<file path="src/rtl/hwpe_ctrl_seq_mult_radix.sv">
// hwpe_ctrl_seq_mult_radix
// Sequential signed/unsigned multiplier retiring STEP bits of operand a per cycle.
// Operands are captured on accept as magnitudes plus a sign flag. The magnitude
// product is accumulated digit by digit, then negated once in FIX if required.
//
// Ports:
//   clk_i        clock, all state on rising edge
//   rst_ni       asynchronous active-low reset
//   clear_i      synchronous soft clear, drops any in-flight operation
//   in_valid_i   operands valid
//   in_ready_o   block can accept operands (IDLE and not clearing)
//   a_i          operand a (multiplier, digit-scanned), AW bits
//   b_i          operand b (multiplicand), BW bits
//   signed_i     operands are two's complement when high, sampled with operands
//   out_valid_o  prod_o holds a finished result
//   out_ready_i  consumer takes the result
//   prod_o       product, AW+BW bits
//   busy_o       multiplication in progress (RUN or FIX)
module hwpe_ctrl_seq_mult_radix #(
    parameter int unsigned AW   = 8,
    parameter int unsigned BW   = 8,
    parameter int unsigned STEP = 1
) (
    input  logic             clk_i,
    input  logic             rst_ni,
    input  logic             clear_i,
    input  logic             in_valid_i,
    output logic             in_ready_o,
    input  logic [AW-1:0]    a_i,
    input  logic [BW-1:0]    b_i,
    input  logic             signed_i,
    output logic             out_valid_o,
    input  logic             out_ready_i,
    output logic [AW+BW-1:0] prod_o,
    output logic             busy_o
);

    localparam int unsigned N  = (AW + STEP - 1) / STEP;
    localparam int unsigned PW = N * STEP;
    localparam int unsigned KW = (N > 1) ? $clog2(N) : 1;
    localparam int unsigned RW = AW + BW;

    typedef enum logic [1:0] {StIdle, StRun, StFix, StDone} state_e;

    state_e          r_state, w_state_d;
    logic [AW-1:0]   r_a_mag, w_a_mag_d;
    logic [BW-1:0]   r_b_mag, w_b_mag_d;
    logic            r_neg, w_neg_d;
    logic [RW-1:0]   r_acc, w_acc_d;
    logic [KW-1:0]   r_k, w_k_d;
    logic [RW-1:0]   r_prod, w_prod_d;

    logic            w_accept;
    logic [AW-1:0]   w_a_mag_in;
    logic [BW-1:0]   w_b_mag_in;
    logic            w_neg_in;
    logic [31:0]     w_shamt;
    logic [PW-1:0]   w_a_pad;
    logic [STEP-1:0] w_digit;
    logic [RW-1:0]   w_pp;
    logic            w_last;

    assign in_ready_o  = (r_state == StIdle) & ~clear_i;
    assign out_valid_o = (r_state == StDone);
    assign busy_o      = (r_state == StRun) | (r_state == StFix);
    assign prod_o      = r_prod;

    assign w_accept = in_valid_i & in_ready_o;

    // Negating the most negative value wraps to itself, which read as unsigned
    // is exactly the required magnitude 2^(W-1).
    assign w_a_mag_in = (signed_i & a_i[AW-1]) ? (~a_i + AW'(1)) : a_i;
    assign w_b_mag_in = (signed_i & b_i[BW-1]) ? (~b_i + BW'(1)) : b_i;
    assign w_neg_in   = signed_i & (a_i[AW-1] ^ b_i[BW-1]);

    // Digit k of the zero-padded magnitude, and its weighted partial product.
    // The magnitude product never exceeds RW bits, so truncation loses nothing.
    assign w_shamt = 32'(r_k) * STEP;
    assign w_a_pad = PW'(r_a_mag);
    assign w_digit = STEP'(w_a_pad >> w_shamt);
    assign w_pp    = (RW'(w_digit) * RW'(r_b_mag)) << w_shamt;
    assign w_last  = (r_k == KW'(N - 1));

    always_comb begin
        w_state_d = r_state;
        w_a_mag_d = r_a_mag;
        w_b_mag_d = r_b_mag;
        w_neg_d   = r_neg;
        w_acc_d   = r_acc;
        w_k_d     = r_k;
        w_prod_d  = r_prod;

        case (r_state)
            StIdle: begin
                if (w_accept) begin
                    w_a_mag_d = w_a_mag_in;
                    w_b_mag_d = w_b_mag_in;
                    w_neg_d   = w_neg_in;
                    w_acc_d   = '0;
                    w_k_d     = '0;
                    w_state_d = StRun;
                end
            end
            StRun: begin
                w_acc_d = r_acc + w_pp;
                if (w_last) begin
                    w_state_d = StFix;
                end else begin
                    w_k_d = r_k + KW'(1);
                end
            end
            StFix: begin
                w_prod_d  = r_neg ? (~r_acc + RW'(1)) : r_acc;
                w_state_d = StDone;
            end
            StDone: begin
                if (out_ready_i) begin
                    w_state_d = StIdle;
                end
            end
            default: w_state_d = StIdle;
        endcase

        if (clear_i) begin
            w_state_d = StIdle;
            w_a_mag_d = '0;
            w_b_mag_d = '0;
            w_neg_d   = 1'b0;
            w_acc_d   = '0;
            w_k_d     = '0;
            w_prod_d  = '0;
        end
    end

    always_ff @(posedge clk_i or negedge rst_ni) begin
        if (!rst_ni) begin
            r_state <= StIdle;
            r_a_mag <= '0;
            r_b_mag <= '0;
            r_neg   <= 1'b0;
            r_acc   <= '0;
            r_k     <= '0;
            r_prod  <= '0;
        end else begin
            r_state <= w_state_d;
            r_a_mag <= w_a_mag_d;
            r_b_mag <= w_b_mag_d;
            r_neg   <= w_neg_d;
            r_acc   <= w_acc_d;
            r_k     <= w_k_d;
            r_prod  <= w_prod_d;
        end
    end

endmodule

</file>
<file path="config.mk">
export PLATFORM = sky130hd
export DESIGN_NAME = hwpe_ctrl_seq_mult_radix
export DESIGN_NICKNAME = d
export VERILOG_FILES = /design/src/rtl/hwpe_ctrl_seq_mult_radix.sv
export SDC_FILE = /design/constraint.sdc
export NUM_CORES = 1
export LEC_CHECK = 0
export BUFFER_PORTS_ARGS = -buffer_cell sky130_fd_sc_hd__buf_2
export CELL_PAD_IN_SITES_DETAIL_PLACEMENT = 1
export CELL_PAD_IN_SITES_GLOBAL_PLACEMENT = 2
export CORE_MARGIN = 2
export CORE_UTILIZATION = 38
export DETAILED_ROUTE_END_ITERATION = 8
export PLACE_DENSITY_LB_ADDON = 0.12
export REMOVE_ABC_BUFFERS = 1
export SLEW_MARGIN = 40
export SYNTH_ARGS = -nofsm -noshare
export SYNTH_HDL_FRONTEND = slang
export SYNTH_SLANG_ARGS = --single-unit
export TNS_END_PERCENT = 50
</file>
<file path="constraint.sdc">
create_clock -name clk_i -period 9 [get_ports clk_i]
set_clock_uncertainty 0.05 [all_clocks]
set_input_delay 0.9 -clock clk_i [delete_from_list [all_inputs] [get_ports clk_i]]
set_output_delay 0.9 -clock clk_i [all_outputs]
set_load 0.01 [all_outputs]
</file>
* Word level (Yosys, flattened, before mapping)
Index checks and enable logic that the tools add are counted.
Word-level totals: flip-flop bits (word level) 54, logic and storage cells 69, output and inout bits 19
Operators by class: bitwise operators 11, add/subtract/negate cells 5, equal/unequal tests 8, multiplexer cells 26, shifts and indexed selects 2, multipliers 1, reduce and logical (&&, ||, !) cells 9
Operator list (number):
- $mux W16 | 5
- $mux W8 | 8
- $pmux W16 S2 | 1
- $add A16 B1 Y16 const B | 1
- $add A16 B16 Y16 | 1
- $add A8 B1 Y8 const B | 2
- $not A16 Y16 | 1
- $not A8 Y8 | 2
- $shl A9 B3 Y16 | 1
- $mul A1 B8 Y9 | 1
- $mux W3 | 3
- $ne A3 B3 Y1 const B | 3
- $mux W2 | 4
- $pmux W2 S4 | 1
- $shr A8 B3 Y1 | 1
- $pmux W3 S2 | 1
- $reduce_and A3 Y1 | 2
- $reduce_bool A2 Y1 | 3
- $and A1 B1 Y1 | 5
- $eq A2 B2 Y1 const B | 2
- $reduce_and A2 Y1 | 2
- $add A3 B1 Y3 const B | 1
- $eq A3 B3 Y1 const B | 1
- $mux W1 | 3
- other kinds (7) | 7

* Depth between registers and ports, before layout
Gate-level depths: netlist (run 1).
depth in word-level cells 6, depth in mapped cells 15

* Worst setup path after synthesis (run 1)
Ideal clock, no wire load.
path type reg2reg, from register r_k[0], to register r_acc[11], setup slack 5.760 ns, data arrival time 3.069 ns, period minus slack after synthesis 3.240 ns, cell stages (with the launch flop) 13, setup time 0.122 ns, path through dfrtp_1 clkbuf_1 mux4_2 nand2b_1 and2_1 clkbuf_1 nor2_1 ha_1 a211o_1 o211ai_1 a31oi_1 or3_1 a32o_1
On the way: longest elaborated chain between the ends 6
Ends and longest elaborated chain:
- from (decl) | line 50 | logic [KW-1:0] r_k, w_k_d;
- from (signal assigned) | line 150 | r_k <= w_k_d;
- $shr A8 B3 Y1 | line 80 | assign w_digit = STEP'(w_a_pad >> w_shamt);
- $mul A1 B8 Y9 | line 81 | assign w_pp = (RW'(w_digit) * RW'(r_b_mag)) << w_shamt;
- $shl A9 B3 Y16 (*) | line 81
- $add A16 B16 Y16 (*) | line 105 | w_acc_d = r_acc + w_pp;
- $pmux W16 S2 (*) | line 93 | case (r_state)
- $mux W16 (*) | line 124 | if (clear_i) begin
- to (signal assigned) | line 149 | r_acc <= w_acc_d;
- to (decl) | line 49 | logic [RW-1:0] r_acc, w_acc_d;
Mark *: on every way between the ends. The rest lies on a longest branch, timed or not. A chain may end at the register's enable or synchronous reset.

* Worst setup path in the final report (run 1)
from register r_k[0], to register r_acc[10]
The elaborated chain is that of the path after synthesis.

==> out/results.ini, run 1 <==
[synth]
synthMuxAreaShare = 0.0489
netlist_area_um2 = 3860
yosysWarningCount = 0
synth_area_leaders = dfrtp_1 35%, ha_1 8.4%, o21ai_0 5.4%
yosys.cell_types.count = 52
yosysMostFrequentCell = nor2_1
synth_adder_area_share = 0.0894
synth_largest_area_cell = dfrtp_1
synth-async-reset-ratio = 1.00
yosysTopAreaCellShare = 0.350
synth_edf_count = 0
yosys-top-cells-count = 55 x nor2_1, 54 x dfrtp_1, 42 x o21ai_0
avgSynthCellArea_um2 = 8.51
synthFlopType = dfrtp_1
synth_compound_area_frac = 0.223
synth_top_family_by_area = compound AO/OA/AOI/OAI gates
synth_seq_cells = 54
synthSimpleGateAreaFrac = 0.182
synthXorXnorAreaFrac = 0.0703
synth_seq_area_share = 0.350
syn_inst = 454

[timing]
fin_crit_sh = 0.403
slew_headroom = 0.534
worstMarginPinSlew_ps = 699
drv_slew = 0
period_needed_ps = 3630
finalHoldViolations = 0
rsz0062_at_grt = false
setup_slack_ps = 5370
finalSetupViolCount = 0
tns_ps = 0
max_freq_ghz = 0.275

[worst_setup_path]
crit_required_ps = 9130
cp_cell_sequence = mux4_2, nand2b_1, and2_1, nor2_1, ha_1, o21a_1, o31a_1, o21ai_0, o21ai_0, xnor2_1, o21ai_0
reg2reg_to = r_acc[10]$_DFFE_PN0P_
cp_common_cell = o21ai_0
slowest_stage = dfrtp_1
regToRegStartpoint = r_k[0]$_DFFE_PN0P_
crit_arrival_ps = 3770
r2r_setup_slack_ps = 5370
endpoint_kind = flip-flop
path_class = flip-flop to flip-flop
cpPeakStageDelay_ps = 730
start_kind = flip-flop
r2r_cells = 11
cp_max_fo = 15

[run]
maxCapViolCount = 0

[die]
dieArea_um2 = 11000
die_w_um = 105
die_h_um = 105
floorplan.initialDensity = 0.393
core_um2 = 9820
fp-row-count = 36
pin_count = 41

[clock_tree]
clk_pin_slew_worst_paths_ps = 100
cts_resized = 0
htree_levels = 2
cts_buffers = 5
cts_tree = done
cts_hold_buf = 0
cts_setup_buffers = 0
clockBufferDepth = 2
clock_latency_ps = 310
clock_sinks = 54
cts-root-buf = clkbuf_8

[cells_and_area]
seq_area_um2 = 1350
synthToLayoutAreaGrowth_pct = 10.6
fillCellCount = 1207
insertedDiodeCount = 0
drive_gt1_frac = 0.135
multi_input_area_um2 = 2380
layout.nets = 529

[power]
power.density_nw_per_um2 = 189
ir_drop_mv = 0.0738
p_leak_nw = 1.94

[route]
ant_nets = 0
drcViolationCount = 0
dr.pass1.iters = 4
num_vias = 3381
vias_per_cell = 5.52
wl_per_cell_um = 16.0
routed_wl_um = 9830
drtIter0Drc = 139

[place]
place_hpwl_um = 7680
pre_cts_ws_ps = 5350
io_buffers = 40
gp_congestion = 0.818

[global_routing]
grt_pass1_vias = 3423
grt_max_degree = 55
overflow = 0
grt_use_total = 0.189
antenna_found_initial = 0
grt_first_pass_wirelength_um = 17200

[worst_hold_path]
min_path_cells = 2
worstHoldStart = prod_o[0]$_DFFE_PN0P_
hold_class = flip-flop to flip-flop
hold_end = prod_o[0]$_DFFE_PN0P_

[status]
status = finished clean

==> per-stage QoR <==
step	cells	util	hold WS (ps)	area (µm²)	power, mW
floorplan	432	-	423	3780	0.534
global placement	606	0.423	451	4150	0.637
detailed placement	606	0.424	459	4160	0.648
CTS	613	0.435	483	4270	0.822
global route	613	0.435	526	4270	0.876
finish	613	0.435	477	4270	0.809
==> routing by layer <==
metal  global-route usage  vias up  share of wire
met2                0.335       48           0.49
met1                0.245     1640           0.47
met4               0.0448        0          0.015
met5                    0        -              0
li1                     -     1683              -
met3               0.0231       10          0.023
==> placed cells by master, fill, tap and decap left out, types with 3 or more instances in the layout <==
master,instances
nor3_1,11
nor2b_1,9
or3_1,4
a22o_1,4
o41ai_1,4
nand3_1,20
a211oi_1,22
o211ai_1,3
dfrtp_1,54
a31oi_1,6
mux2i_1,11
clkbuf_8,6
xnor2_1,13
nand2b_1,4
nor2_1,54
xor2_1,18
o21ai_0,42
a21oi_1,26
inv_1,13
ha_1,25
nand2_1,38
o31ai_1,3
a21o_1,3
mux2_2,5
buf_2,40
a31o_2,4
a22oi_1,3
==> worst max-delay path: cells and delay by family, from the launching register on <==
kind	cells	cell delay (ps)
AOI/OAI and AO/OA	5	1050
DFF	1	730
muxes	1	570
xor gates and xnor gates	1	210
adders and majority gates	1	330
and+or+nand+nor	3	560
==> kinds of logic (layout without fill, tap and decap cells) <==
logic type / count (synthesis) / after routing
simple gates: 154 / 154
compound gates: 134 / 134
flops: 54 / 54
buf+inv: 37 / 63
xor+xnor: 31 / 31
fa+ha+maj: 27 / 27
mux: 17 / 17
==> state kept, by name, indices dropped and copies added (netlist names) <==
register  count
r_acc        16
prod_o       16
r_a_mag       8
r_b_mag       8
r_state       2
r_neg         1
r_k           3
==> power by group <==
group	leakage [nW]	internal, mW	switching, mW	total [mW]
Clock	0.0573	0.0892	0.0832	0.172
Combinational	1.14	0.119	0.186	0.305
Sequential	0.740	0.289	0.0427	0.332
Total	1.94	0.497	0.312	0.809
==> worst max path at each step <==
| stage | from | end | slack, ps | cells past startpoint |
|---|---|---|---|---|
| 2_1_floorplan | r_k[0]$_DFFE_PN0P_ | r_acc[11]$_DFFE_PN0P_ | 5750 | 10 |
| 3_3_place_gp | r_k[0]$_DFFE_PN0P_ | r_acc[11]$_DFFE_PN0P_ | 5480 | 10 |
| 3_5_place_dp | r_k[0]$_DFFE_PN0P_ | r_acc[10]$_DFFE_PN0P_ | 5350 | 11 |
| 4_1_cts | r_k[0]$_DFFE_PN0P_ | r_acc[10]$_DFFE_PN0P_ | 5330 | 11 |
| 5_1_grt | r_k[0]$_DFFE_PN0P_ | r_acc[12]$_DFFE_PN0P_ | 4980 | 11 |
| 6_report | r_k[0]$_DFFE_PN0P_ | r_acc[10]$_DFFE_PN0P_ | 5370 | 11 |
==> final cells by class <==
cell class | count | share of cell area
Tap cell | 133 | 0.0389
Multi-Input combinational cell | 363 | 0.557
Inverter | 15 | 0.0132
Timing Repair Buffer | 41 | 0.0486
Clock buffer | 6 | 0.0193
Clock inverter | 1 | 0.00703
Sequential cell | 54 | 0.316
No activity file was read; power rests on OpenSTA's default activity.
==> run 2: changes to the inputs <==
--- a/config.mk
+++ b/config.mk
@@ -9,7 +9,7 @@
 export CELL_PAD_IN_SITES_DETAIL_PLACEMENT = 1
 export CELL_PAD_IN_SITES_GLOBAL_PLACEMENT = 2
 export CORE_MARGIN = 2
-export CORE_UTILIZATION = 38
+export CORE_UTILIZATION = 36
 export DETAILED_ROUTE_END_ITERATION = 8
 export PLACE_DENSITY_LB_ADDON = 0.12
 export REMOVE_ABC_BUFFERS = 1
==> constraint.sdc (replaced) <==
create_clock -name clk_i -period 3.8 [get_ports clk_i]
set_clock_uncertainty 0.05 [all_clocks]
set_input_delay 0.38 -clock clk_i [delete_from_list [all_inputs] [get_ports clk_i]]
set_output_delay 0.38 -clock clk_i [all_outputs]
set_load 0.01 [all_outputs]
==> run 2 against run 1 <==
  * Core utilization fell by 2.2 points
  * Sequential share of layout area fell by 0.092 points
  * Count of clock-buffer cells in the layout did not move
  * Critical endpoint is now r_acc[12]$_DFFE_PN0P_
  * Register-to-register slack got worse by 4900 ps
  * Final area rose by 0.29%
  * Worst setup slack got worse by 4900 ps
==> out/results.ini, run 2 (synthesized netlist as in run 1, its figures left out) <==
[power]
p_switching_mw = 0.738
p_leak_nw = 1.95
switching_share = 0.399
seq_power_share = 0.414
finalPower_mw = 1.85
p_int_mw = 1.11
clock_power_share = 0.178
comb_power_share = 0.408
ir_drop_mv = 0.158
power.density_nw_per_um2 = 431

[clock_tree]
clock_latency_ps = 310
cts_buffers = 5
clock_sinks = 54
cts_resized = 0
htree_levels = 2
cts_hold_buf = 0
clk_pin_slew_worst_paths_ps = 100
cts_tree = done
cts-root-buf = clkbuf_8
cts_setup_buffers = 0
clockBufferDepth = 2

[global_routing]
met3_usage = 0.0218
grt_use_total = 0.176
grt_busiest_layer = met2
grt_use_met2 = 0.311
overflow = 0
grt_first_pass_wirelength_um = 16500
grt_max_degree = 55
grtUsageMet1 = 0.230
antenna_found_initial = 0
grt_pass1_vias = 3403

[route]
wl_per_cell_um = 15.5
routed_wl_um = 9630
dr.pass1.iters = 4
ant_nets = 0
drtIter0Drc = 123
vias_per_cell = 5.42
drcViolationCount = 0
num_vias = 3371

[worst_setup_path]
crit_arrival_ps = 3450
r2r_setup_slack_ps = 510
start_kind = flip-flop
slowest_stage = dfrtp_1
r2r_cells = 11
cp_max_fo = 19
cp_common_cell = o21ai_0
path_class = flip-flop to flip-flop
reg2reg_to = r_acc[12]$_DFFE_PN0P_
regToRegStartpoint = r_k[2]$_DFFE_PN0P_
cpPeakStageDelay_ps = 610
crit_required_ps = 3960
endpoint_kind = flip-flop
cp_cell_sequence = nand2b_1, nor3_1, ha_1, inv_1, fa_1, nor2b_1, o31a_1, o21ai_0, o21ai_0, mux2i_1, nand2_1

[die]
core_um2 = 10400
dieArea_um2 = 11600
fp-row-count = 37
die_h_um = 108
pin_count = 41
die_w_um = 108
floorplan.initialDensity = 0.372

[worst_hold_path]
hold_class = input pin to async pin

[cells_and_area]
final_cell_mix = 55 x nor2_1, 54 x dfrtp_1, 42 x o21ai_0, 40 x buf_2, 38 x nand2_1
synthToLayoutAreaGrowth_pct = 10.9
layout.nets = 534
final_cells = 622
drive_gt1_frac = 0.142
layout_commonest_cell = nor2_1
fillCellCount = 1283
insertedDiodeCount = 0
fin_area_um2 = 4290

[timing]
max_freq_ghz = 0.304
period_needed_ps = 3290
slew_headroom = 0.537
drv_slew = 0
fin_crit_sh = 0.867
finalHoldViolations = 0
tns_ps = 0
rsz0062_at_grt = false
finalSetupViolCount = 0
setup_slack_ps = 507
worstMarginPinSlew_ps = 694

[place]
pre_cts_ws_ps = 471
place_hpwl_um = 7500
place_inst = 614
post_dp_cell_area_um2 = 4200
io_buffers = 40
gp_congestion = 0.863

[run]
maxCapViolCount = 0

[status]
status = finished clean

==> run 2: worst max-delay path by stage <==
stage                       start               endpoint  slack [ps]
5_1_grt        r_k[0]$_DFFE_PN0P_  r_acc[12]$_DFFE_PN0P_         230
2_1_floorplan  r_k[0]$_DFFE_PN0P_  r_acc[11]$_DFFE_PN0P_         550
3_5_place_dp   r_k[0]$_DFFE_PN0P_  r_acc[12]$_DFFE_PN0P_         470
4_1_cts        r_k[0]$_DFFE_PN0P_  r_acc[12]$_DFFE_PN0P_         450
3_3_place_gp   r_k[2]$_DFFE_PN0P_  r_acc[12]$_DFFE_PN0P_         590
6_report       r_k[2]$_DFFE_PN0P_  r_acc[12]$_DFFE_PN0P_         510
==> run 2: power by group through the flow <==
stage,Sequential (mW),Clock (mW),Combinational [mW]
global route,0.786,0.368,0.851
detailed placement,0.779,0,0.763
CTS,0.768,0.346,0.765
floorplan,0.807,0,0.458
finish,0.766,0.329,0.754
global placement,0.775,0,0.744
==> run 2: final cells by class <==
| class | count | area [µm²] | share of cell area |
|---|---|---|---|
| Multi-Input combinational cell | 363 | 2380 | 0.554 |
| Clock buffer | 6 | 72.6 | 0.0169 |
| Clock inverter | 2 | 13.8 | 0.00321 |
| Timing Repair Buffer | 46 | 245 | 0.0572 |
| Tap cell | 136 | 170 | 0.0397 |
| Inverter | 15 | 56.3 | 0.0131 |
| Sequential cell | 54 | 1350 | 0.315 |
==> run 2: layer usage <==
metal / wire length [µm] / vias to the layer above
met5: 0 / -
met2: 4630 / 53
met4: 67 / 0
met3: 245 / 4
li1: - / 1700
met1: 4690 / 1614
==> run 2: worst max-delay path, delay by kind of cell, from the launching register on <==
kind	cells	cell delay [ps]
and+or+nand+nor	4	820
AOI/OAI and AO/OA	3	780
muxes	1	220
adders and majority gates	2	650
DFF	1	610
buffers and inverters	1	60
==> run 2: per-stage QoR <==
stage,util,hold slack [ps]
after CTS,0.413,165
after floorplan,-,34.4
final,0.413,143
after global routing,0.413,197
after detailed placement,0.405,453
after global placement,0.404,445
==> run 3: changes to the inputs <==
--- a/config.mk
+++ b/config.mk
@@ -10,8 +10,10 @@
 export CELL_PAD_IN_SITES_GLOBAL_PLACEMENT = 2
 export CORE_MARGIN = 2
 export CORE_UTILIZATION = 36
+export CTS_CLUSTER_DIAMETER = 50
 export DETAILED_ROUTE_END_ITERATION = 8
 export PLACE_DENSITY_LB_ADDON = 0.12
+export RECOVER_POWER = 50
 export REMOVE_ABC_BUFFERS = 1
 export SLEW_MARGIN = 40
 export SYNTH_ARGS = -nofsm -noshare
==> run 3 against run 2 <==
  * The flow now finishes with violations (capacitance limit, slew limit)
  * Final cell count is the same
  * Non-clock buffer count did not move
  * Power is 0.38% lower
  * Sequential power hardly changed
  * Die area stayed put
  * Highest routed layer unchanged
  * Routed wire length grew 0.22%
  * Critical path depth stayed put
  * Combinational power is 1% lower
  * Largest power group unchanged
  * Sequential share of layout area grew 0.11 points
  * Sequential cell count unchanged
==> out/results.ini, run 3 (synthesized netlist as in run 1, its figures left out) <==
[status]
status = finished, violations left
violations = capacitance limit, slew limit

[cells_and_area]
seq_area_um2 = 1350
fin_area_um2 = 4270
layout.nets = 534
layout_commonest_cell = nor2_1
insertedDiodeCount = 0
multi_input_area_um2 = 2380
drive_gt1_frac = 0.121
fillCellCount = 1279
synthToLayoutAreaGrowth_pct = 10.6
final_cell_mix = 55 x nor2_1, 54 x dfrtp_1, 42 x o21ai_0, 38 x nand2_1, 31 x buf_2

[route]
dr.pass1.iters = 4
num_vias = 3377
ant_nets = 0
routed_wl_um = 9650
vias_per_cell = 5.43
wl_per_cell_um = 15.5
drcViolationCount = 0
drtIter0Drc = 123

[worst_setup_path]
critPathLaunch = r_k[2]$_DFFE_PN0P_
cp_cell_sequence = nand2b_1, nor3_1, ha_1, inv_1, fa_1, nor2b_1, o31a_1, o21ai_0, o21ai_0, mux2i_1, nand2_1
cp_common_cell = o21ai_0
regToRegStartpoint = r_k[2]$_DFFE_PN0P_
crit_arrival_ps = 3450
path_class = flip-flop to flip-flop
crit_required_ps = 3960
cpPeakStageDelay_ps = 610
slowest_stage = dfrtp_1
endpoint_kind = flip-flop
start_kind = flip-flop
cp_max_fo = 19

[timing]
fin_crit_sh = 0.866
rsz0062_at_grt = false
finalSetupViolCount = 0
slew_headroom = -0.952
period_needed_ps = 3290
setup_slack_ps = 508
finalHoldViolations = 0
tns_ps = 0
max_freq_ghz = 0.304
drv_slew = 55
worstMarginPinSlew_ps = 2930

[die]
core_um2 = 10400
dieArea_um2 = 11600
die_h_um = 108
floorplan.initialDensity = 0.372
die_w_um = 108
fp-row-count = 37
pin_count = 41

[global_routing]
grt_first_pass_wirelength_um = 16500
antenna_found_initial = 0
grt_use_total = 0.176
grt_pass1_vias = 3403
overflow = 0
grt_max_degree = 55

[clock_tree]
cts_buffers = 5
cts_setup_buffers = 0
cts_resized = 0
clock_sinks = 54
cts_tree = done
cts_hold_buf = 0
clockBufferDepth = 2
htree_levels = 2
clock_latency_ps = 310
clk_pin_slew_worst_paths_ps = 100
cts-root-buf = clkbuf_8

[run]
maxCapViolCount = 1

[power]
comb_power_share = 0.405
p_int_mw = 1.10
switching_share = 0.402
p_switching_mw = 0.740
seq_power_share = 0.417
clock_power_share = 0.178
ir_drop_mv = 0.158
finalPower_mw = 1.84
power.density_nw_per_um2 = 431
p_leak_nw = 1.91

[place]
gp_congestion = 0.863
io_buffers = 40
post_dp_cell_area_um2 = 4200
place_hpwl_um = 7500
pre_cts_ws_ps = 471

[worst_hold_path]
hold_class = input pin to flip-flop
worstHoldStart = b_i[0]

==> run 3: cell count changes in the layout (fill, tap and decap cells not counted) <==
cell and change:
clkbuf_1 +10, buf_2 -9, buf_4 -1
==> run 3: worst max-delay path, delay by kind of cell (launching register included) <==
kind | cells | cell delay [ps]
AND/OR/NAND/NOR | 4 | 820
AO/OA/AOI/OAI | 3 | 780
adder cells (fa/ha/maj) | 2 | 650
flip-flops | 1 | 610
multiplexers | 1 | 220
buffers and inverters | 1 | 60
==> run 3: power groups by stage <==
stage                     registers [mW]  logic, mW  clock network [mW]
after global placement             0.775      0.744                   0
after floorplan                    0.807      0.458                   0
after global routing               0.788      0.842               0.368
after CTS                          0.768      0.765               0.346
final                              0.767      0.745               0.329
after detailed placement           0.779      0.763                   0
==> run 3: per-layer routing <==
metal | routed length, µm | part of all wire | global-route usage
met3 | 240 | 0.025 | 0.0218
met5 | 0 | 0 | 0
met2 | 4630 | 0.48 | 0.311
met1 | 4710 | 0.49 | 0.230
met4 | 67 | 0.0069 | 0.0357
==> run 3: layout make-up <==
class                           count  area share
Clock buffer                        6      0.0170
Clock inverter                      2     0.00322
Inverter                           15      0.0132
Multi-Input combinational cell    363       0.556
Sequential cell                    54       0.316
Tap cell                          136      0.0398
Timing Repair Buffer               46      0.0539
==> run 3: per-stage QoR <==
step | std cells | hold WS (ps) | utilization
2_1_floorplan | 432 | 34.4 | -
3_3_place_gp | 614 | 445 | 0.404
3_5_place_dp | 614 | 453 | 0.405
4_1_cts | 622 | 165 | 0.413
5_1_grt | 622 | 332 | 0.412
6_report | 622 | 306 | 0.412
==> run 3: worst paths after layout <==
kind	to	slack, ps	cells after the start
worst min-delay path	r_b_mag[0]$_DFFE_PN0P_	310	3
worst min register to register	r_a_mag[2]$_DFFE_PN0P_	470	2
min in group asynchronous	prod_o[3]$_DFFE_PN0P_	1060	2
max in group asynchronous	r_b_mag[7]$_DFFE_PN0P_	1000	2
worst max register to register	r_acc[12]$_DFFE_PN0P_	510	11
worst max-delay path	r_acc[12]$_DFFE_PN0P_	510	11
